`src/rtl/uart_pkg.sv`:
```
// uart_pkg: shared phase encoding and default frame configuration for the UART frame sequencer
package uart_pkg;

    typedef enum logic [2:0] {PH_IDLE, PH_START, PH_DATA, PH_PARITY, PH_STOP} uart_phase_e;

    localparam int   UART_MIN_DATA_BITS = 5;
    localparam int   UART_DEF_DATA_BITS = 8;
    localparam logic UART_DEF_PARITY_EN = 1'b0;
    localparam logic UART_DEF_TWO_STOP  = 1'b0;

endpackage

```
`src/rtl/uart_cfg_latch.sv`:
```
// uart_cfg_latch: saturates the requested data-bit count and captures the frame config at frame start
module uart_cfg_latch import uart_pkg::*; #(
    parameter  int MAX_DATA_BITS = 8,
    localparam int IDX_W         = $clog2(MAX_DATA_BITS)
) (
    input  logic             tx_clk,
    input  logic             reset_n,
    input  logic             load_i,
    input  logic [IDX_W:0]   cfg_data_bits_i,
    input  logic             cfg_parity_en_i,
    input  logic             cfg_two_stop_i,
    output logic [IDX_W:0]   data_bits_o,
    output logic             parity_en_o,
    output logic             two_stop_o
);

    localparam logic [IDX_W:0] MIN_B = (IDX_W+1)'(UART_MIN_DATA_BITS);
    localparam logic [IDX_W:0] MAX_B = (IDX_W+1)'(MAX_DATA_BITS);
    localparam logic [IDX_W:0] DEF_B = (IDX_W+1)'(UART_DEF_DATA_BITS);

    logic [IDX_W:0] data_bits_q, data_bits_d;
    logic           parity_en_q, two_stop_q;

    assign data_bits_d = cfg_data_bits_i < MIN_B ? MIN_B : (cfg_data_bits_i > MAX_B ? MAX_B : cfg_data_bits_i);

    // capture config only when a new frame is accepted; reset restores 8N1
    always_ff @(posedge tx_clk or negedge reset_n) begin
        if (!reset_n) begin
            data_bits_q <= DEF_B;
            parity_en_q <= UART_DEF_PARITY_EN;
            two_stop_q  <= UART_DEF_TWO_STOP;
        end else if (load_i) begin
            data_bits_q <= data_bits_d;
            parity_en_q <= cfg_parity_en_i;
            two_stop_q  <= cfg_two_stop_i;
        end
    end

    assign data_bits_o = data_bits_q;
    assign parity_en_o = parity_en_q;
    assign two_stop_o  = two_stop_q;

endmodule

```
`src/rtl/uart_frame_bit_counter.sv`:
```
// uart_frame_bit_counter: sequences start/data/parity/stop bits of one UART frame per baud tick; UART_FRAME_STATS_EN adds frame/abort counters
module uart_frame_bit_counter import uart_pkg::*; #(
    parameter  int MAX_DATA_BITS = 8,
    localparam int IDX_W         = $clog2(MAX_DATA_BITS)
) (
    input  logic             tx_clk,
    input  logic             reset_n,
    input  logic             baud_tick,
    input  logic             start,
    input  logic             clear_count,
    input  logic [IDX_W:0]   cfg_data_bits,
    input  logic             cfg_parity_en,
    input  logic             cfg_two_stop,
    output logic [2:0]       phase,
    output logic [IDX_W-1:0] bit_idx,
    output logic             busy,
    output logic             count_of,
`ifdef UART_FRAME_STATS_EN
    output logic [15:0]      frame_cnt,
    output logic [7:0]       abort_cnt,
`endif
    output logic             uart_done
);

    uart_phase_e      phase_q, phase_d;
    logic [IDX_W-1:0] bit_idx_q, bit_idx_d;
    logic             stop_q, stop_d;
    logic [IDX_W:0]   data_bits;
    logic             parity_en, two_stop;
    logic             done_c, load_c;

    // the frame ends on the tick of the final stop bit; an abort in the same cycle suppresses it
    assign done_c = !clear_count && baud_tick && phase_q == PH_STOP && stop_q == two_stop;
    assign load_c = !clear_count && start && (phase_q == PH_IDLE || done_c);

    uart_cfg_latch #(.MAX_DATA_BITS(MAX_DATA_BITS)) u_cfg (
        .tx_clk          (tx_clk),
        .reset_n         (reset_n),
        .load_i          (load_c),
        .cfg_data_bits_i (cfg_data_bits),
        .cfg_parity_en_i (cfg_parity_en),
        .cfg_two_stop_i  (cfg_two_stop),
        .data_bits_o     (data_bits),
        .parity_en_o     (parity_en),
        .two_stop_o      (two_stop)
    );

    // frame state register
    always_ff @(posedge tx_clk or negedge reset_n) begin
        if (!reset_n) begin
            phase_q   <= PH_IDLE;
            bit_idx_q <= '0;
            stop_q    <= 1'b0;
        end else begin
            phase_q   <= phase_d;
            bit_idx_q <= bit_idx_d;
            stop_q    <= stop_d;
        end
    end

    // next phase and counters; abort wins over tick and start
    always_comb begin
        phase_d   = phase_q;
        bit_idx_d = bit_idx_q;
        stop_d    = stop_q;
        if (clear_count) begin
            phase_d   = PH_IDLE;
            bit_idx_d = '0;
            stop_d    = 1'b0;
        end else begin
            case (phase_q)
                PH_IDLE: begin
                    if (start) phase_d = PH_START;
                end
                PH_START: begin
                    if (baud_tick) begin
                        phase_d   = PH_DATA;
                        bit_idx_d = '0;
                    end
                end
                PH_DATA: begin
                    if (baud_tick) begin
                        if ({1'b0, bit_idx_q} < data_bits - 1'b1) begin
                            bit_idx_d = bit_idx_q + 1'b1;
                        end else begin
                            phase_d   = parity_en ? PH_PARITY : PH_STOP;
                            bit_idx_d = '0;
                            stop_d    = 1'b0;
                        end
                    end
                end
                PH_PARITY: begin
                    if (baud_tick) begin
                        phase_d = PH_STOP;
                        stop_d  = 1'b0;
                    end
                end
                PH_STOP: begin
                    if (done_c) begin
                        phase_d = start ? PH_START : PH_IDLE;
                        stop_d  = 1'b0;
                    end else if (baud_tick) begin
                        stop_d = 1'b1;
                    end
                end
                default: phase_d = PH_IDLE;
            endcase
        end
    end

    assign phase     = phase_q;
    assign bit_idx   = bit_idx_q;
    assign busy      = phase_q != PH_IDLE;
    assign count_of  = done_c;
    assign uart_done = done_c;

`ifdef UART_FRAME_STATS_EN
    logic [15:0] frame_cnt_q;
    logic [7:0]  abort_cnt_q;

    // completed frames wrap; aborts of an active frame saturate
    always_ff @(posedge tx_clk or negedge reset_n) begin
        if (!reset_n) begin
            frame_cnt_q <= '0;
            abort_cnt_q <= '0;
        end else begin
            if (done_c) frame_cnt_q <= frame_cnt_q + 1'b1;
            if (clear_count && busy && abort_cnt_q != 8'hFF) abort_cnt_q <= abort_cnt_q + 1'b1;
        end
    end

    assign frame_cnt = frame_cnt_q;
    assign abort_cnt = abort_cnt_q;
`endif

endmodule

```
`config.mk`:
```
export PLATFORM = sky130hd
export DESIGN_NAME = uart_frame_bit_counter
export DESIGN_NICKNAME = d
export VERILOG_FILES = /design/src/rtl/uart_pkg.sv /design/src/rtl/uart_cfg_latch.sv /design/src/rtl/uart_frame_bit_counter.sv
export SDC_FILE = /design/constraint.sdc
export NUM_CORES = 1
export LEC_CHECK = 0
export CAP_MARGIN = 20
export CORE_ASPECT_RATIO = 1.5
export CORE_MARGIN = 1.5
export CORE_UTILIZATION = 43
export CTS_CLUSTER_SIZE = 28
export DETAILED_ROUTE_END_ITERATION = 6
export GPL_TIMING_DRIVEN = 0
export PLACE_DENSITY = 0.75
export SETUP_SLACK_MARGIN = 0.2
export SLEW_MARGIN = 20
export SYNTH_ARGS = -nofsm -noshare
export SYNTH_HDL_FRONTEND = slang
export SYNTH_SLANG_ARGS = --single-unit
```
`constraint.sdc`:
```
create_clock -name tx_clk -period 2 [get_ports tx_clk]
set_input_delay 0.5 -clock tx_clk [delete_from_list [all_inputs] [get_ports tx_clk]]
set_output_delay 0.5 -clock tx_clk [all_outputs]
set_load 0.02 [all_outputs]
```
Word-level counts from Yosys, hierarchy flattened
Cells that the tools add are included.
{"block": "word_totals", "mem_bits_ro": 0, "word_cells": 61, "n_memories": 0, "out_inout_bits": 9, "latchBits": 0, "ff_bits": 13, "ram_bits": 0, "input_bits": 11}
{"block": "classes", "muxes": 24, "multipliers": 0, "n_shift": 0, "reduce_logical": 14, "div": 0, "add_sub_neg": 2, "n_eq_ne": 12, "bitwise_logic": 0, "n_lt_le_gt_ge": 3}
{"operator": "2-to-1 mux 3 bit", "n": 12}
{"operator": "inequality test 3 bit (second input constant)", "n": 6}
{"operator": "case mux 3 bit (5 select lines)", "n": 1}
{"operator": "2-to-1 mux 4 bit", "n": 2}
{"operator": "2-to-1 mux 1 bit", "n": 7}
{"operator": "equality test 3 x 2 -> 1 bit (second input constant)", "n": 2}
{"operator": "case mux 3 bit (2 select lines)", "n": 1}
{"operator": "AND reduction 6 bit", "n": 1}
{"operator": "nonzero test 3 bit", "n": 2}
{"operator": "logical AND 1 bit", "n": 5}
{"operator": "AND reduction 5 bit", "n": 1}
{"operator": "greater-than comparator 4 bit (second input constant)", "n": 1}
{"operator": "< comparator 3 x 4 -> 1 bit", "n": 1}
{"operator": "< comparator 4 x 3 -> 1 bit (second input constant)", "n": 1}
{"operator": "inequality test 4 bit (second input constant)", "n": 1}
{"operator": "nonzero test 4 bit", "n": 1}
{"operator": "subtractor 4 x 1 -> 4 bit (second input constant)", "n": 1}
{"operator": "adder 3 x 1 -> 3 bit (second input constant)", "n": 1}
{"operator": "equality test 3 x 1 -> 1 bit (second input constant)", "n": 1}
{"operator": "equality test 3 bit (second input constant)", "n": 1}
{"operator": "logical NOT 3 bit", "n": 1}
{"operator": "case mux 1 bit (3 select lines)", "n": 1}
{"operator": "AND reduction 3 bit", "n": 1}
{"operator": "equality test 1 bit", "n": 1}
{"operator": "other kinds (2)", "n": 2}

Logic depth before layout (Yosys ltp)
Gate-level depths: netlist (run 1).
{"block": "logic_depth", "word_depth": 7, "depth_mapped": 8, "depth_no_buf": 8}

Modules after synthesis
A second synthesis (run 1) with hierarchy kept.
{"block": "unflattened", "cells_unflattened": 90, "hier_area_um2": 845.8}
{"module": "uart_frame_bit_counter", "area_each_um2": 613.1, "n_inst": 1, "seq_area_each_um2": 175.2, "cells_each": 72}
{"module": "uart_cfg_latch", "area_each_um2": 232.7, "n_inst": 1, "seq_area_each_um2": 151.4, "cells_each": 18}

Least setup slack after synthesis (run 1)
OpenSTA, ideal clock, no wires.
{"block": "synth_timing", "kind": "register to register", "from": "reg u_cfg.data_bits_q[0] (netlist: u_cfg.data_bits_o[0])", "to": "reg bit_idx_q[0] (netlist: bit_idx[0])", "path_stages_with_launch": 9, "t_arrival_ps": 1766, "setup_time_ps": 128, "t_required_ps": 1872, "synth_period_minus_slack_ps": 1894, "path_buffers": 0, "setup_slack_ps": 106, "path_cell_list": "dfrtp_1 -> inv_1 -> ha_1 -> xnor2_1 -> ha_1 -> a21oi_1 -> a211oi_2 -> nor3_1 -> mux2_1"}
{"block": "synth_via", "elab_chain_cells": 6}
{"element": "start, declared", "line": "uart_cfg_latch.sv:21", "text": "logic [IDX_W:0] data_bits_q, data_bits_d;"}
{"element": "start signal, assigned", "line": "uart_cfg_latch.sv:33", "text": "data_bits_q <= data_bits_d;"}
{"element": "subtractor 4 x 1 -> 4 bit", "line": "uart_frame_bit_counter.sv:83", "text": "if ({1'b0, bit_idx_q} < data_bits - 1'b1) begin"}
{"element": "< comparator 3 x 4 -> 1 bit", "line": "uart_frame_bit_counter.sv:83"}
{"element": "2-to-1 mux 3 bit", "line": "uart_frame_bit_counter.sv:83"}
{"element": "2-to-1 mux 3 bit", "line": "uart_frame_bit_counter.sv:82", "text": "if (baud_tick) begin"}
{"element": "case mux 3 bit (2 select lines)", "line": "uart_frame_bit_counter.sv:71", "text": "case (phase_q)"}
{"element": "2-to-1 mux 3 bit", "line": "uart_frame_bit_counter.sv:66", "text": "if (clear_count) begin"}
{"element": "end signal, assigned", "line": "uart_frame_bit_counter.sv:56", "text": "bit_idx_q <= bit_idx_d;"}
{"element": "end, declared", "line": "uart_frame_bit_counter.sv:26", "text": "logic [IDX_W-1:0] bit_idx_q, bit_idx_d;"}
Every way passes these cells. The select of a mux whose other input is x is not followed.
A chain may end at the register's enable or synchronous reset.

Worst setup path after layout (run 1)
{"block": "layout_timing", "from": "reg u_cfg.data_bits_q[0] (netlist: u_cfg.data_bits_o[0])", "to": "reg stop_q"}
{"block": "layout_via", "elab_chain_cells": 4}
{"element": "subtractor 4 x 1 -> 4 bit", "line": "uart_frame_bit_counter.sv:83"}
{"element": "< comparator 3 x 4 -> 1 bit", "line": "uart_frame_bit_counter.sv:83"}
{"element": "inequality test 3 bit (no source line)"}
{"element": "AND reduction 5 bit (no source line)"}
{"element": "end signal, assigned", "line": "uart_frame_bit_counter.sv:57", "text": "stop_q <= stop_d;"}
{"element": "end, declared", "line": "uart_frame_bit_counter.sv:27", "text": "logic stop_q, stop_d;"}
Every way passes these cells.

==> flow_results.org, run 1 <==
** Run status
- Run status :: finished, final reports clean

** Timing
- At the pin with the least slew margin, the transition time is 0.595 ns.
- The routed design could run at a clock period as short as 1.95 ns.
- Fin. max-slew vios :: 0
- Worst setup skew after layout :: 0.00527 ns
- In the finished design, the share of the clock period the worst path needs comes to 0.976.
- Setup repair after global routing could not meet its margin everywhere.
- The total count of hold-check failures in the final report was 0.
- Once routing completed, OpenROAD measured the worst setup slack at 0.0474 ns.
- Worst slew margin relative to its limit :: 0.602
- Final setup violation count :: 0
- Fmax achieved :: 512 MHz

** Worst hold path
- Worst min-delay path class :: register to register

** GRT
- Across every metal layer, demand over resource in global routing totals 0.196.
- The via count of the first global-routing pass was 752.
- Entering global routing, the biggest net connects 14 pins.
- Initial antenna violation count :: 0
- First-pass GRT wire length :: 3.08 mm
- Summed over all layers, the global routing overflow is 0.

** Critical path
- Crit Path Class :: register to register
- Along the worst path, the maximum fanout reaches 5.
- STA puts the critical path data required time at 2.19 ns.
- Data arrives at the worst endpoint at 2.15 ns.
- Critical path startpoint category :: register
- STA classifies the critical path endpoint as a register.

** Synthesis
- Counting every net in the synthesized netlist gives 98.
- Sequential share of the synthesized area :: 0.388
- Top-count cell post-synth :: dfrtp_1
- Total number of yosys warnings :: 0
- Counting distinct cell types in the post-synthesis netlist gives 38.
- Area share of the largest cell type after synthesis :: 0.357
- Cell accounting for the most synthesized area :: dfrtp_1
- After synthesis the cells add up to 841 µm².
- Number of cells produced by synthesis :: 83
- Dividing the synthesized area by the synthesized cell count gives 10.1 µm².
- Among all flip-flop cells after synthesis, the most frequent one is dfrtp_1.
- Commonest cells in the synthesized netlist :: dfrtp_1 (12), nand2_1 (8), inv_1 (6), ha_1 (4), mux2_1 (4)
- Ranking of synthesized cells by area :: dfrtp_1 (36%), ha_1 (6.0%), mux2_1 (5.4%)
- The synthesized design contains 13 register bits.
- Of all flip-flops after synthesis, the portion carrying an async set or reset was 1.00.
- EDFF count, synth :: 0

** Floorplanning
- Area of the core :: 0.00183 mm²
- The die is 57.2 µm tall.
- Ports :: 20
- The initial utilization of the core area, before any placement, comes to 0.459.
- Die Footprint :: 0.00224 mm²
- Measured along the x axis, the die boundary spans 39.1 µm.
- Number of placement rows :: 19

** Detailed routing
- Dividing the detail-routed via count by the number of cells gives 5.43.
- Across all layers, the routed design uses 755 vias.
- The count of nets left with antenna violations once routing finished came out at 0.
- Detailed Route Iter0 Violations :: 14
- Drt first pass iters :: 4
- WL final :: 1.98 mm
- After detailed routing, the number of remaining DRC violations is 0.
- Dividing the detail-routed wire length by the instance count gives 14.3 µm.

** Placed design
- Once detailed placement completed, the half-perimeter wirelength came to 1.18 mm.
- Before CTS, the worst setup slack after placement is -0.675 ns.
- The congestion estimate from routability-driven global placement came to 0.654.
- Buffers added on ports :: 18
- After detailed placement, the total cell area comes to 0.00106 mm².

** Finish
- Summing all non-filler instances in the final layout gives an area of 0.00123 mm².
- In the final layout, the share of cells above drive strength 1 is 0.339.
- Number of fill cells in the layout :: 163
- # nets final :: 134
- Antenna cell count :: 0
- Area growth syn-to-layout :: 46.9%

** CTS
- In this run the clock root is driven by a clkbuf_4.
- Clock input transition at the sequential cells of the worst setup and hold paths :: 0.08 ns
- Clock tree synthesis found a total of 13 sinks.
- Total of hold buffers inserted after clock tree synthesis :: 0
- Buffers inserted during clock tree synthesis total 3.
- H-tree lvl count :: 1
- The clock reaches the later pin of the worst-skew pair after 0.27 ns.
- The clock passes through at most 2 buffers.
- CTS tree :: built

** Job
- The tool flagged a number of max-cap violations equal to 0.

** Power
- Overall Power :: 1.51 mW
- Largest vdd supply drop :: 0.682 mV
- Pwr per Cell Area :: 1230 mW/mm²
- Reported leakage power :: 0.611 nW
==> flip-flops by register name, summed over array words and instances (netlist names) <==
signal / cells
stop_q: 1
u_cfg.data_bits_o: 4
u_cfg.two_stop_o: 1
phase: 3
u_cfg.parity_en_o: 1
bit_idx: 3
==> cells by family after synthesis <==
kind of cell | share of synthesized area
and+or+nand+nor | 0.174
muxes | 0.103
adders and majority gates | 0.0595
AOI/OAI and AO/OA | 0.153
xor gates and xnor gates | 0.0417
DFF | 0.388
buffers and inverters | 0.0804
==> critical path: stages, from the launching register on <==
cell and delay, ns:
dfrtp_1 0.37, inv_2 0.06, ha_4 0.16, xnor2_2 0.13, ha_1 0.30, a21oi_2 0.15, a211oi_2 0.07, buf_4 0.17
a311oi_2 0.23, mux2i_1 0.21
==> timing repair <==
item | CTS | global route
setup buffers | 9 | 4
pin swaps | 5 | 6
resized for setup | 30 | 7
endpoints found under the hold margin | 0 | 0
gates cloned | 0 | 0
setup endpoints to repair | 17 | 11
==> through the flow <==
stage | hold slack [ns] | cells | setup TNS [ns] | utilization
6_report | 0.517 | 139 | 0 | 0.675
5_1_grt | 0.564 | 139 | -0.148 | 0.675
4_1_cts | 0.521 | 135 | 0 | 0.648
3_5_place_dp | 0.503 | 122 | -2.36 | 0.577
3_3_place_gp | 0.499 | 122 | -2.16 | 0.577
2_1_floorplan | 0.204 | 83 | 0 | -
==> power breakdown <==
part	total [mW]	internal, mW	switching [mW]
clock	0.161	0.0772	0.0841
sequential	0.435	0.355	0.0797
combinational	0.918	0.505	0.414
==> routing by layer <==
metal  track usage  part of all wire  wire length, µm  up-vias
li1              -                 -                -      366
met1         0.226              0.37              743      360
met2         0.350              0.58             1140       27
met3        0.0117             0.041               81        2
met4        0.0887            0.0071               14        0
met5             0                 0                0        -
==> cells in the final DEF (no fill, tap or decap), drive strengths merged, types with 2 or more instances in the layout <==
master,Yosys,layout
o21ai,2,2
a21o,2,2
xnor2,2,2
clkbuf,0,4
dlygate4sd2,0,5
xor2,2,2
a21oi,3,3
inv,6,6
nand3b,2,2
nand2,8,8
a31oi,2,2
nor4,2,2
nand3,2,2
dfrtp,12,12
mux2i,3,3
mux2,5,5
clkdlybuf4s50,0,9
nor3,2,2
buf,6,22
ha,4,4
nor2,3,3
==> final timing paths <==
check | start | endpoint | slack, ns | cells after the start
worst min register to register | u_cfg.two_stop_o | u_cfg.two_stop_o | 0.52 | 1
worst min-delay path | u_cfg.two_stop_o | u_cfg.two_stop_o | 0.52 | 1
min in group asynchronous | reset_n | u_cfg.data_bits_o[0] | 0.60 | 1
max in group asynchronous | reset_n | u_cfg.two_stop_o | 1.01 | 1
worst max-delay path | u_cfg.data_bits_o[0] | stop_q | 0.05 | 9
worst max register to register | u_cfg.data_bits_o[0] | stop_q | 0.05 | 9
==> layout make-up <==
cell class,count,area (µm²),share of cell area
multi-input cells,58,498,0.403
flip-flops and latches,13,327,0.264
plain buffers,6,53.8,0.0436
clock buffers,4,26.3,0.0213
well taps,21,26.3,0.0213
inverters,6,22.5,0.0182
repair buffers,31,282,0.228
Note: power is estimated with default switching activity, not from simulation.
==> inputs of run 2 (changes only) <==
Settings changed: ABC_AREA set to 1, CORE_UTILIZATION 43 to 44, PLACE_DENSITY 0.75 to 0.76.
==> run 2 against run 1 <==
Against the previous run:
- clock power up 7%
- first-iteration DRC count rose to 2.8 times the previous value
- register-to-register slack better by 0.28 ns
- largest cell class unchanged
- cell area down 0.81%
==> flow_results.org, run 2 <==
** Synthesis
- For this run, the number of Yosys warnings is 0.
- In the synthesized netlist the dominant register cell turns out to be dfrtp_1.
- Counting flops and latches in the post-synthesis netlist gives 13.
- Area share of the largest cell type after synthesis :: 0.335
- nand2_1 is the most common cell in the netlist.
- Sequential share of the synthesized area :: 0.364
- A synthesized cell averages 7.35 µm².
- When the netlist entered floorplanning its net count stood at 137.
- Ranked by total cell area, the synthesized netlist is headed by dfrtp_1 (33%), nand2_1 (15%), inv_1 (7.1%).
- Synthesis produced 122 cells.
- Commonest cells in the synthesized netlist :: nand2_1 (36), inv_1 (17), dfrtp_1 (12), nand3_1 (11), nor2_1 (6)
- Mapped cell area :: 897 µm²
- Share of async-settable or async-resettable flops after synthesis :: 1.00
- Counting flops with a built-in enable in the synthesized netlist gives 0.
- The netlist uses 24 different library cells.
- The largest total area in the synthesized netlist belongs to dfrtp_1.

** Detailed routing
- The detailed router used layers up to and including met4.
- The final route contains 934 vias.
- Mean routed wirelength per cell :: 12.3 µm
- The first detailed-routing pass took 4 iterations.
- Sum of met2 wire segment lengths after detailed routing :: 1.14 mm
- The detailed router put a total of 849 µm of wire on met1.
- Once detail routing completed, the nets flagged for antenna violations numbered 0.
- Number of remaining DRC errors :: 0
- WL final :: 2.14 mm
- Wire segments on met3 add up to 78 µm in the final route.
- Detailed Route Iter0 Violations :: 39
- Post-DR vias/cell :: 5.34

** GRT
- Total routing usage reported by global routing :: 0.210
- Entering global routing, the biggest net connects 14 pins.
- The first global-routing pass estimated 3.40 mm of wire.
- Initial antenna violation count :: 0
- Global routing finished with a remaining overflow of 0.
- Vias in the first global route :: 831

** Placed design
- Inst Count DP :: 162
- The HPWL after detailed placement is 1.55 mm.
- Buffers added on ports :: 19
- Final RePlAce weighted congestion :: 0.921
- The placed instances occupy a cell area of 0.00111 mm².

** Critical path
- Required @ worst endpoint :: 1.50 ns
- Critical path startpoint category :: register
- Traced cell by cell, the critical path runs through nor2_4 > nand3_4 > nor2_4 > buf_6 > buf_6.
- In this run the worst path has a maximum fanout of 4.
- Biggest cell delay along the critical path :: 0.44 ns
- Among all stages on the critical path, the largest delay is contributed by dfrtp_2.
- Worst setup path startpoint :: phase[0]
- The worst setup path is of the register to output pin kind.
- Data on the critical path arrives at its endpoint at 1.33 ns.
- Critical path buffer and inverter count :: 2
- On the critical path the largest part of the delay comes from flip-flops.
- Reg-to-reg startpoint :: u_cfg.data_bits_o[1]
- Critical Path End Type :: output pin

** Finish
- Max reg flops :: 4
- Area growth syn-to-layout :: 36.5%
- Highest-count cells in the layout ignoring fill and taps :: nand2_1 (34), inv_1 (16), nand3_1 (10), dfrtp_1 (10), buf_4 (9)
- In the final layout, the share of cells above drive strength 1 is 0.240.
- Antenna cell count :: 0
- Final instance area :: 0.00122 mm²
- In the final design database the tool counted 170 nets.
- The library cell used most frequently in the layout, excluding fill and tap cells, is nand2_1.
- After the flow finishes, the layout carries non-filler instances totaling 175.

** Power
- Reported leakage power :: 0.628 nW
- Pwr per Cell Area :: 1170 mW/mm²
- Largest vdd supply drop :: 0.630 mV

** Timing
- Post-layout minimum cycle time :: 1.83 ns
- Derived from the worst setup path, the maximum achievable clock frequency is 546 MHz.
- In the finished design, the share of the clock period the worst path needs comes to 0.915.
- Setup repair after global routing could not meet its margin everywhere.
- Number of endpoints with negative hold slack in the final report :: 0
- Transition at the pin with the smallest max-transition slack :: 0.598 ns
- Worst setup skew after layout :: 0.00841 ns
- Hold is met by 0.484 ns.
- Worst slew margin relative to its limit :: 0.600
- Fin. max-slew vios :: 0
- Final setup violation count :: 0

** Job
- The tool flagged a number of max-cap violations equal to 0.

** Run status
- Run status :: finished, final reports clean

** Worst hold path
- In this run the worst hold path is classified as register to register.
- Beginning of the worst hold path :: u_cfg.data_bits_o[3]

** Floorplanning
- In this run the horizontal extent of the chip is 39.9 µm.
- Area of the core :: 0.00188 mm²
- For this configuration, the core starts out at a cell density of 0.478.
- Row generation in the floorplan step produced 19 rows.
- The floorplan step defined a die boundary enclosing 0.00232 mm².
- Pin placement for this block handled 20 I/O pins.
- The die is 58.3 µm tall.

** CTS
- H-tree lvl count :: 1
- TritonCTS built the clock tree.
- Clock-pin slew was measured on the worst setup and hold paths at 0.09 ns.
- Count of clock tree sinks :: 13
- In this run the clock root is driven by a clkbuf_4.
- The longest clock path from root to sink contains 2 buffers.
- At the later pin of the worst-skew pair, clock insertion delay measures 0.29 ns.
- The number of clock buffers added by TritonCTS is 3.
-- run 2: cell count changes after synthesis, moves of 4 or more --
cell	previous run	this run
o21ai_1	0	4
nand3_1	2	11
inv_1	6	17
mux2_1	4	0
nand2_1	8	36
nand4_1	0	4
-- run 2: layer usage --
layer,track usage,vias up
met5,0,-
met4,0.103,0
met1,0.246,431
met2,0.366,37
li1,-,456
met3,0.0113,10
-- run 2: logic make-up (layout without fill, tap and decap cells) --
group                      after synthesis  after routing  synth area share
AOI/OAI and AO/OA                       14             14            0.0823
xor gates and xnor gates                 2              2            0.0195
adders and majority gates                4              4            0.0558
buffers and inverters                   20             51            0.0879
DFF                                     13             13             0.364
and+or+nand+nor                         69             70             0.391
-- run 2: power breakdown --
part | leakage (nW) | internal, mW | switching (mW)
clock | 0.0150 | 0.0777 | 0.0949
combinational | 0.446 | 0.346 | 0.466
sequential | 0.167 | 0.358 | 0.0861
total | 0.628 | 0.781 | 0.647
-- run 2: worst paths after layout --
check                           cells after the start  slack [ns]                    to
worst max-delay path                                5        0.17             uart_done
worst min-delay path                                2        0.48  u_cfg.data_bits_o[3]
worst max register to register                     12        0.33                stop_q
worst min register to register                      2        0.48  u_cfg.data_bits_o[3]
max in group asynchronous                           1        1.00              phase[1]
min in group asynchronous                           1        0.58              phase[2]
-- run 2: final cells by class --
type                            instances  area (µm²)
Fill cell                             172         653
Multi-Input combinational cell         90         531
Sequential cell                        13         329
Timing Repair Buffer                   27         230
Inverter                               19        71.3
Clock buffer                            4        26.3
Tap cell                               21        26.3
Buffer                                  1        11.3
-- run 2: what timing repair did --
| action | CTS | global route |
|---|---|---|
| pin swaps | 2 | 4 |
| cloned | 0 | 1 |
| buffers inserted | 5 | 3 |
| setup endpoints to repair | 11 | 6 |
| gates resized for setup | 28 | 9 |
| endpoints found under the hold margin | 0 | 0 |
| hold buffers | 0 | 0 |
-- run 2: metrics by stage --
stage	utilization	worst slack (ns)	power, mW	TNS, ns
6_report	0.652	0.169	1.43	0
5_1_grt	0.652	0.119	1.56	0
4_1_cts	0.624	0.104	1.37	0
3_5_place_dp	0.593	-0.762	1.15	-1.69
3_3_place_gp	0.593	-0.754	1.13	-1.62
2_1_floorplan	-	0.331	0.932	0
-- run 2: worst reg2reg max path, stage by stage (launching register included) --
cell	delay, ns
dfrtp_1	0.40
inv_1	0.10
ha_4	0.20
ha_1	0.26
o21ai_0	0.08
nand2_1	0.07
nand2_1	0.04
nand2_1	0.06
nand2_2	0.08
nand2_4	0.10
nand3_1	0.08
nand2_1	0.07
nand2_1	0.05
==> inputs of run 3 (changes only) <==
Settings changed: ABC_CLOCK_PERIOD_IN_PS set to 2000, SLEW_MARGIN 20 to not set.
==> results of run 3 <==
No change in the layout: final DEF, timing and power equal those of run 2.
